**src/rtl/wb_port_arbiter_pkg.sv**
```systemverilog
// Shared types for the write-back port arbiter: result payload, exception record,
// default requester count and the modulo helper used by the round-robin search.
package wb_port_arbiter_pkg;

   localparam int XLEN          = 64;
   localparam int TRANS_ID_BITS = 3;
   localparam int WB_ARB_NR_REQ = 3;

   typedef struct packed {
      logic [XLEN-1:0] cause;
      logic [XLEN-1:0] tval;
      logic            valid;
   } exception_t;

   typedef struct packed {
      logic [TRANS_ID_BITS-1:0] trans_id;
      logic [XLEN-1:0]          data;
      exception_t               ex;
   } wb_req_t;

   // Single-step wrap: callers never pass idx >= 2*n.
   function automatic int rr_wrap(input int idx, input int n);
      return (idx >= n) ? idx - n : idx;
   endfunction

endpackage

```
**src/rtl/wb_port_arbiter_if.sv**
```systemverilog
// Write-back bundle: NR_REQ requester lanes on one side, one scoreboard lane on the other.
interface wb_port_arbiter_if
   import wb_port_arbiter_pkg::*;
#(
   parameter int NR_REQ = WB_ARB_NR_REQ
);

   logic [NR_REQ-1:0]                    req_valid_i;
   logic [NR_REQ-1:0]                    req_ready_o;
   logic [NR_REQ-1:0][TRANS_ID_BITS-1:0] req_trans_id_i;
   logic [NR_REQ-1:0][XLEN-1:0]          req_data_i;
   exception_t [NR_REQ-1:0]              req_ex_i;

   logic                                 wb_valid_o;
   logic [TRANS_ID_BITS-1:0]             wb_trans_id_o;
   logic [XLEN-1:0]                      wb_data_o;
   exception_t                           wb_ex_o;

   modport slave (
      input  req_valid_i, req_trans_id_i, req_data_i, req_ex_i,
      output req_ready_o, wb_valid_o, wb_trans_id_o, wb_data_o, wb_ex_o
   );

   modport master (
      output req_valid_i, req_trans_id_i, req_data_i, req_ex_i,
      input  req_ready_o, wb_valid_o, wb_trans_id_o, wb_data_o, wb_ex_o
   );

endinterface

```
**src/rtl/wb_port_arbiter_rr_pick.sv**
```systemverilog
// Combinational round-robin picker: one-hot grant to the first candidate at or after
// ptr (modulo NR_REQ), plus the pointer value that follows that grant.
module wb_rr_pick
   import wb_port_arbiter_pkg::*;
#(
   parameter  int NR_REQ = WB_ARB_NR_REQ,
   localparam int PTR_W  = $clog2(NR_REQ)
) (
   input  logic [NR_REQ-1:0] cand,
   input  logic [PTR_W-1:0]  ptr,
   output logic [NR_REQ-1:0] grant,
   output logic [PTR_W-1:0]  ptr_nxt,
   output logic              any
);

   int idx;

   always_comb begin
      grant   = '0;
      ptr_nxt = ptr;
      any     = 1'b0;
      idx     = 0;
      for (int k = 0; k < NR_REQ; k++) begin
         idx = rr_wrap(int'(ptr) + k, NR_REQ);
         if (!any && cand[idx]) begin
            grant[idx] = 1'b1;
            ptr_nxt    = PTR_W'(rr_wrap(idx + 1, NR_REQ));
            any        = 1'b1;
         end
      end
   end

endmodule

```
**src/rtl/wb_port_arbiter.sv**
```systemverilog
// Round-robin arbiter sharing one registered scoreboard write-back lane between NR_REQ units.
// Define WB_ARB_SKID_EN to add a 1-entry skid buffer per requester (arbitration then runs on the buffers).
module wb_port_arbiter
   import wb_port_arbiter_pkg::*;
#(
   parameter int NR_REQ = WB_ARB_NR_REQ
) (
   input logic              clk_i,
   input logic              rst_i,
   input logic              flush_i,
   wb_port_arbiter_if.slave bus
);

   localparam int PTR_W = $clog2(NR_REQ);

   wb_req_t           in_req [NR_REQ];
   wb_req_t           src    [NR_REQ];
   wb_req_t           sel;
   logic [NR_REQ-1:0] cand;
   logic [NR_REQ-1:0] grant;
   logic [NR_REQ-1:0] ready;
   logic [PTR_W-1:0]  rr_q;
   logic [PTR_W-1:0]  rr_nxt;
   logic              any;
   logic              out_vld_p1;
   wb_req_t           out_req_p1;

   always_comb begin
      for (int i = 0; i < NR_REQ; i++) begin
         in_req[i].trans_id = bus.req_trans_id_i[i];
         in_req[i].data     = bus.req_data_i[i];
         in_req[i].ex       = bus.req_ex_i[i];
      end
   end

   wb_rr_pick #(.NR_REQ(NR_REQ)) u_pick (
      .cand    (cand),
      .ptr     (rr_q),
      .grant   (grant),
      .ptr_nxt (rr_nxt),
      .any     (any)
   );

`ifdef WB_ARB_SKID_EN
   logic [NR_REQ-1:0] skid_vld_p0;
   wb_req_t           skid_req_p0 [NR_REQ];

   assign cand = skid_vld_p0;
   assign src  = skid_req_p0;
   // A granted entry frees its slot this cycle, so the unit can refill it back-to-back.
   assign ready = (rst_i || flush_i) ? '0 : (~skid_vld_p0 | grant);

   // Stage p0: skid capture
   always_ff @(posedge clk_i or posedge rst_i) begin
      if (rst_i) begin
         skid_vld_p0 <= '0;
      end else begin
         for (int i = 0; i < NR_REQ; i++) begin
            if (flush_i)                              skid_vld_p0[i] <= 1'b0;
            else if (bus.req_valid_i[i] && ready[i]) skid_vld_p0[i] <= 1'b1;
            else if (grant[i])                       skid_vld_p0[i] <= 1'b0;
         end
      end
   end

   always_ff @(posedge clk_i) begin
      for (int i = 0; i < NR_REQ; i++) begin
         if (bus.req_valid_i[i] && ready[i]) skid_req_p0[i] <= in_req[i];
      end
   end
`else
   assign cand  = bus.req_valid_i;
   assign src   = in_req;
   assign ready = (rst_i || flush_i) ? '0 : grant;
`endif

   assign bus.req_ready_o = ready;

   always_comb begin
      sel = '0;
      for (int i = 0; i < NR_REQ; i++) begin
         if (grant[i]) sel = src[i];
      end
   end

   // Stage p1: output register, loaded every cycle; flush squashes the grant and freezes rr_q
   always_ff @(posedge clk_i or posedge rst_i) begin
      if (rst_i) begin
         out_vld_p1 <= 1'b0;
         out_req_p1 <= '0;
         rr_q       <= '0;
      end else begin
         out_vld_p1 <= any && !flush_i;
         out_req_p1 <= sel;
         if (any && !flush_i) rr_q <= rr_nxt;
      end
   end

   assign bus.wb_valid_o    = out_vld_p1;
   assign bus.wb_trans_id_o = out_req_p1.trans_id;
   assign bus.wb_data_o     = out_req_p1.data;
   assign bus.wb_ex_o       = out_req_p1.ex;

endmodule

```
**src/flat_wrapper.sv**
```systemverilog
// flat-port wrapper written by rule: the top's interface ports become plain ports
module wb_port_arbiter_flat import wb_port_arbiter_pkg::*;
#(
   parameter int NR_REQ = WB_ARB_NR_REQ
)
  (clk_i, rst_i, flush_i, bus_req_valid_i, bus_req_trans_id_i, bus_req_data_i, bus_req_ex_i, bus_req_ready_o, bus_wb_valid_o, bus_wb_trans_id_o, bus_wb_data_o, bus_wb_ex_o);
  wb_port_arbiter_if #(.NR_REQ(NR_REQ)) bus_i ();
  input logic clk_i;
  input logic rst_i;
  input logic flush_i;
  input wire logic [$bits(bus_i.req_valid_i)-1:0] bus_req_valid_i;
  input wire logic [$bits(bus_i.req_trans_id_i)-1:0] bus_req_trans_id_i;
  input wire logic [$bits(bus_i.req_data_i)-1:0] bus_req_data_i;
  input wire logic [$bits(bus_i.req_ex_i)-1:0] bus_req_ex_i;
  output wire logic [$bits(bus_i.req_ready_o)-1:0] bus_req_ready_o;
  output wire logic [$bits(bus_i.wb_valid_o)-1:0] bus_wb_valid_o;
  output wire logic [$bits(bus_i.wb_trans_id_o)-1:0] bus_wb_trans_id_o;
  output wire logic [$bits(bus_i.wb_data_o)-1:0] bus_wb_data_o;
  output wire logic [$bits(bus_i.wb_ex_o)-1:0] bus_wb_ex_o;
  assign bus_i.req_valid_i = bus_req_valid_i;
  assign bus_i.req_trans_id_i = bus_req_trans_id_i;
  assign bus_i.req_data_i = bus_req_data_i;
  assign bus_i.req_ex_i = bus_req_ex_i;
  assign bus_req_ready_o = bus_i.req_ready_o;
  assign bus_wb_valid_o = bus_i.wb_valid_o;
  assign bus_wb_trans_id_o = bus_i.wb_trans_id_o;
  assign bus_wb_data_o = bus_i.wb_data_o;
  assign bus_wb_ex_o = bus_i.wb_ex_o;
  wb_port_arbiter #(.NR_REQ(NR_REQ)) u_core (.clk_i(clk_i), .rst_i(rst_i), .flush_i(flush_i), .bus(bus_i));
endmodule
```
**config.mk**
```make
export PLATFORM = sky130hd
export DESIGN_NAME = wb_port_arbiter_flat
export DESIGN_NICKNAME = d
export VERILOG_FILES = /design/src/rtl/wb_port_arbiter_pkg.sv /design/src/rtl/wb_port_arbiter_if.sv /design/src/rtl/wb_port_arbiter_rr_pick.sv /design/src/rtl/wb_port_arbiter.sv /design/src/flat_wrapper.sv
export SDC_FILE = /design/constraint.sdc
export NUM_CORES = 1
export LEC_CHECK = 0
export ABC_AREA = 1
export BUFFER_PORTS_ARGS = -buffer_cell sky130_fd_sc_hd__buf_2
export CAP_MARGIN = 5
export CORE_AREA = 3 3 308 310
export CTS_CLUSTER_SIZE = 8
export DETAILED_ROUTE_END_ITERATION = 16
export DIE_AREA = 0 0 311 313
export SLEW_MARGIN = 20
export SYNTH_ARGS = -nofsm -noshare
export SYNTH_HDL_FRONTEND = slang
export SYNTH_HIERARCHICAL = 1
export SYNTH_SLANG_ARGS = --single-unit
```
**constraint.sdc**
```tcl
create_clock -name clk_i -period 11 [get_ports clk_i]
set_input_delay 2.2 -clock clk_i [delete_from_list [all_inputs] [get_ports clk_i]]
set_output_delay 2.2 -clock clk_i [all_outputs]
set_load 0.03 [all_outputs]
```
[After elaboration in Yosys (flattened, before gate mapping)]
Index checks and enable logic that the tools add are counted.
Cells by class
  add/subtract/negate cells: 11
  order comparisons: 12
  muxes and demuxes: 34
  bitwise logic cells: 2
  reductions and logical operators: 12
Operator list (count)
  196-bit two-way mux: 3
  32-bit by 2-bit adder with 32-bit output (second input constant): 3
  32-bit by 1-bit >= comparator with 1-bit output (second input constant): 3
  32-bit by 3-bit >= comparator with 1-bit output (second input constant): 3
  32-bit by 4-bit < comparator with 1-bit output (second input constant): 3
  32-bit two-way mux: 3
  1-bit two-way mux: 12
  2-bit two-way mux: 6
  3-bit two-way mux: 4
  3-bit by 2-bit subtractor with 4-bit output (second input constant): 2
  1-bit binary-select mux with 2-bit select: 3
  1-bit demux with 2-bit select: 3
  3-bit by 2-bit >= comparator with 1-bit output (second input constant): 2
  1-bit logical AND: 6
  3-bit bitwise OR: 2
  2-bit by 1-bit subtractor with 2-bit output (second input constant): 3
  2-bit by 1-bit adder with 3-bit output (second input constant): 1
  2-bit by 2-bit adder with 3-bit output (second input constant): 1
  1-bit logical NOT: 3
  3-bit nonzero test: 1
  2-bit by 2-bit subtractor with 3-bit output (second input constant): 1
  2-bit >= comparator (second input constant): 1
  2-bit AND reduction: 1
  1-bit logical OR: 1
Storage, ports and cells
  register bits: 199
  output and inout bits: 200

[Logic depth before layout (Yosys ltp)]
  depth in word-level cells: 15
  depth in mapped cells: 18

[Cells and area by module]
The synthesis kept the hierarchy.
Modules (own cells, without submodules)
  wb_port_arbiter: times used 1, cells each 1697, area an instance 10867.9 µm²
  wb_rr_pick: times used 1, cells each 59, area an instance 329.1 µm²

[Least setup slack after synthesis]
Ideal clock, no wire load.
  path type: input port to output port
  start: input port rst_i
  end: output port bus_req_ready_o[0]
  data arrival time: 7.355 ns
  required time: 8.800 ns
  slack: 1.445 ns
  cell stages on the path: 3
  path through: inv_1 nand2_1 nor2_1
On the way
  cells in the longest elaborated chain, start to end: 2
RTL lines
  start, declared: line flat_wrapper.sv:9  | input logic rst_i;
  1-bit logical OR: line wb_port_arbiter.sv:74  | assign ready = (rst_i || flush_i) ? '0 : grant;
  3-bit two-way mux: line wb_port_arbiter.sv:74
  end, declared: line flat_wrapper.sv:15  | output wire logic [$bits(bus_i.req_ready_o)-1:0] bus_req_ready_o;
No other way between the ends.

[Final worst setup path]
  start: input port bus_req_valid_i[1]
  end: output port bus_req_ready_o[2]
On the way
  cells in the longest elaborated chain, start to end: 11
RTL lines
  start, declared: line flat_wrapper.sv:11  | input wire logic [$bits(bus_i.req_valid_i)-1:0] bus_req_valid_i;
  1-bit binary-select mux with 2-bit select: line wb_port_arbiter_rr_pick.sv:25  | if (!any && cand[idx]) begin
  1-bit two-way mux (not written as such) (2 in a row): line wb_port_arbiter_rr_pick.sv:25
  1-bit two-way mux: line wb_port_arbiter_rr_pick.sv:25
  1-bit logical NOT: line wb_port_arbiter_rr_pick.sv:25
  1-bit logical AND: line wb_port_arbiter_rr_pick.sv:25
  1-bit two-way mux: line wb_port_arbiter_rr_pick.sv:25
  1-bit logical NOT: line wb_port_arbiter_rr_pick.sv:25
  1-bit logical AND: line wb_port_arbiter_rr_pick.sv:25
  3-bit two-way mux *: line wb_port_arbiter_rr_pick.sv:25
  net u_core.grant[2]: line wb_port_arbiter.sv:20  | logic [NR_REQ-1:0] grant;
  3-bit two-way mux *: line wb_port_arbiter.sv:74
The timed path passes the listed nets; every way through them passes the cells marked *. The select of a mux whose other input is x is not followed.

==> impl_metrics.toml <==
[cells_and_area]
area_growth_pct = 50.2
drive_gt1_share_pct = 34.4
fill_cells = 10700
stdcell_count = 3735
stdcell_area_um2 = 16800
nets = 3071

[clocking]
cts_buffer_depth = 2
h-tree-depth = 4
cts_resized = 0
cts.sinks = 199
clk_latency_ps = 510
cts_root_buffer = "clkbuf_16"
cts_hold_buf = 0
post_cts_buffers = 0
path_clk_slew_ps = 80
cts_inserted_buffers = 17
cts_tree = "built"

[sta]
rsz0062_at_grt = "false"
hold_violations = 0
max_slew_margin_pct = 30.1
worst_pin_slew_ps = 1050
drv_slew = 0
setup_viol = 0
layout_min_cycle_time_ps = 6120
fin_setup_tns_ps = 0
max_freq_mhz = 163
post-route-period-util_pct = 55.6
finalClockSkew_ps = 13.9

[critical_path]
cp_slowest_cell = "o21ai_1"
cp-end-kind = "output port"
crit_path_start_kind = "primary input"
required_ps = 8800
critPathKind = "primary input to output port"
worstPathMaxFanout = 114
critical_path.max_stage_delay_ps = 330
crit_chain = "buf_2 -> inv_1 -> nand2_2 -> nand3_4 -> nand2_4 -> nor2_4 -> nand2_4 -> o21ai_1 -> inv_8 -> nor2_1 -> buf_2"
cp_data_arrival_time_ps = 3920

[worst_hold_path]
hold_path_class = "flop to flop"

[detailed_routing]
drt_iter0_markers = 1097
remaining_drc_errors = 0
wire_per_inst_um = 15.2
wl_um = 56800
ant_nets = 0
vias_per_cell = 3.53
num_vias = 13200
drtPass1Iterations = 7

[synthesis]
async_reset_ff_share_pct = 100
synth_top_area_share_pct = 44.5
ys_seq_area_share_pct = 44.5
ys_top_cells_by_count = "nor2_1 (790), nand2_1 (615), dfrtp_1 (199)"
yosysMostFrequentCell = "nor2_1"
syn-num-nets = 2354
syn-instance-count = 1756
synth_ff_type = "dfrtp_1"
synth-seq-cells = 199
yosys-top-cells-area = "dfrtp_1 (44%), nor2_1 (26%), nand2_1 (21%)"
syn-cell-area_um2 = 11200
synth_edf_count = 0
ys_warn_count = 6
syn_avg_cell_area_um2 = 6.38
synth.distinct_cells = 18
synth_top_cell_by_area = "dfrtp_1"

[floorplan]
placementRows = 111
coreArea_um2 = 91900
initial_utilization_pct = 12.2
dieArea_um2 = 97300
die_y_um = 313
ios = 794
die_w_um = 311

[place]
dpl.hpwl_um = 44900
port_buffers = 793
placed_area_um2 = 16200
finalWeightedCongestion = 0.951
place_inst = 3697

[global_route]
grt_overflow = 0
top_usage_layer = "met2"
grt_antenna_before_repair = 11
grt_pass1_vias = 12900
grt_pass1_wl_um = 82000
grt_max_degree = 115
grt.met1_usage_pct = 13.8
grt_use_total_pct = 11.3
use_met2_pct = 17.6
use_met3_pct = 4.52

[outcome]
status = "finished clean"

[power]
powerDensity_nw_per_um2 = 365
p_total_mw = 6.14
ir_drop_uv = 226
leakagePower_nw = 9.81

[run]
drv_cap = 0
[flip-flops by register name (all words and copies together) (netlist names)]
register                  count
u_core/bus.wb_trans_id_o      3
u_core/bus.wb_valid_o         1
u_core/bus.wb_ex_o          129
u_core/bus.wb_data_o         64
u_core/rr_q                   2
[critical path, delay by kind of cell]
family / cells / cell delay [ps]
buffers and inverters: 4 / 650
AO/OA/AOI/OAI: 1 / 330
AND/OR/NAND/NOR: 6 / 660
[routing by layer]
| metal | share of wire, % | up-vias |
|---|---|---|
| met5 | 0.025 | - |
| met3 | 10 | 68 |
| met4 | 3.2 | 2 |
| li1 | - | 6626 |
| met1 | 41 | 5887 |
| met2 | 46 | 595 |
[report_power, final]
part / total, mW / leakage, nW / switching (mW) / internal, mW
Sequential: 1.23 / 2.48 / 0.104 / 1.12
Clock: 0.694 / 0.297 / 0.368 / 0.327
Combinational: 4.21 / 7.03 / 3.10 / 1.11
[layout make-up]
type	count	area, um2	area share [%]
antenna	6	15.0	0.0893
clock buffer	17	425	2.53
sequential	199	4980	29.6
multi-input combinational	1431	5500	32.7
inverter	17	78.8	0.469
tap	1243	1560	9.25
timing repair buffer	807	4070	24.2
clock inverter	15	181	1.08
[path summary, 6_finish.rpt]
path	start	endpoint	slack [ps]	depth (start not counted)
min reg2reg	u_core/rr_q[0]$_DFFE_PP0P_	u_core/rr_q[0]$_DFFE_PP0P_	590	2
max in group asynchronous	rst_i	u_core/bus.wb_ex_o[23]$_DFF_PP0_	6850	5
min in group asynchronous	rst_i	u_core/bus.wb_data_o[28]$_DFF_PP0_	1710	2
min	u_core/rr_q[0]$_DFFE_PP0P_	u_core/rr_q[0]$_DFFE_PP0P_	590	2
max reg2reg	u_core/rr_q[0]$_DFFE_PP0P_	u_core/bus.wb_ex_o[80]$_DFF_PP0_	6490	15
max	bus_req_valid_i[1]	bus_req_ready_o[2]	4880	11
[layout by cell type (no fill, tap or decap), types with 4 or more instances in the layout]
master	synthesis	final
buf_4	24	14
nand2_1	615	615
clkbuf_16	0	17
nand2_2	4	4
diode_2	0	6
ha_1	4	4
inv_1	12	11
buf_2	56	793
dfrtp_1	199	199
inv_6	0	7
nand3_1	10	8
nor2_1	790	790
inv_2	5	4
clkinv_8	0	4
[stage by stage]
stage / setup WS, ps / hold slack [ps] / util [%]
after floorplan: 1440 / 518 / -
final: 4880 / 589 / 18.3
after global placement: 4900 / 568 / 17.6
after detailed placement: 4890 / 566 / 17.6
after global routing: 4740 / 639 / 18.3
after CTS: 4890 / 594 / 18.3
[logic make-up after synthesis]
logic type	Yosys count	share of synthesized area [%]
DFF	199	44.5
buffers and inverters	126	6.59
adders and majority gates	4	0.447
and+or+nand+nor	1425	48.4
AOI/OAI and AO/OA	2	0.101
No activity file was read; power rests on OpenSTA's default activity.
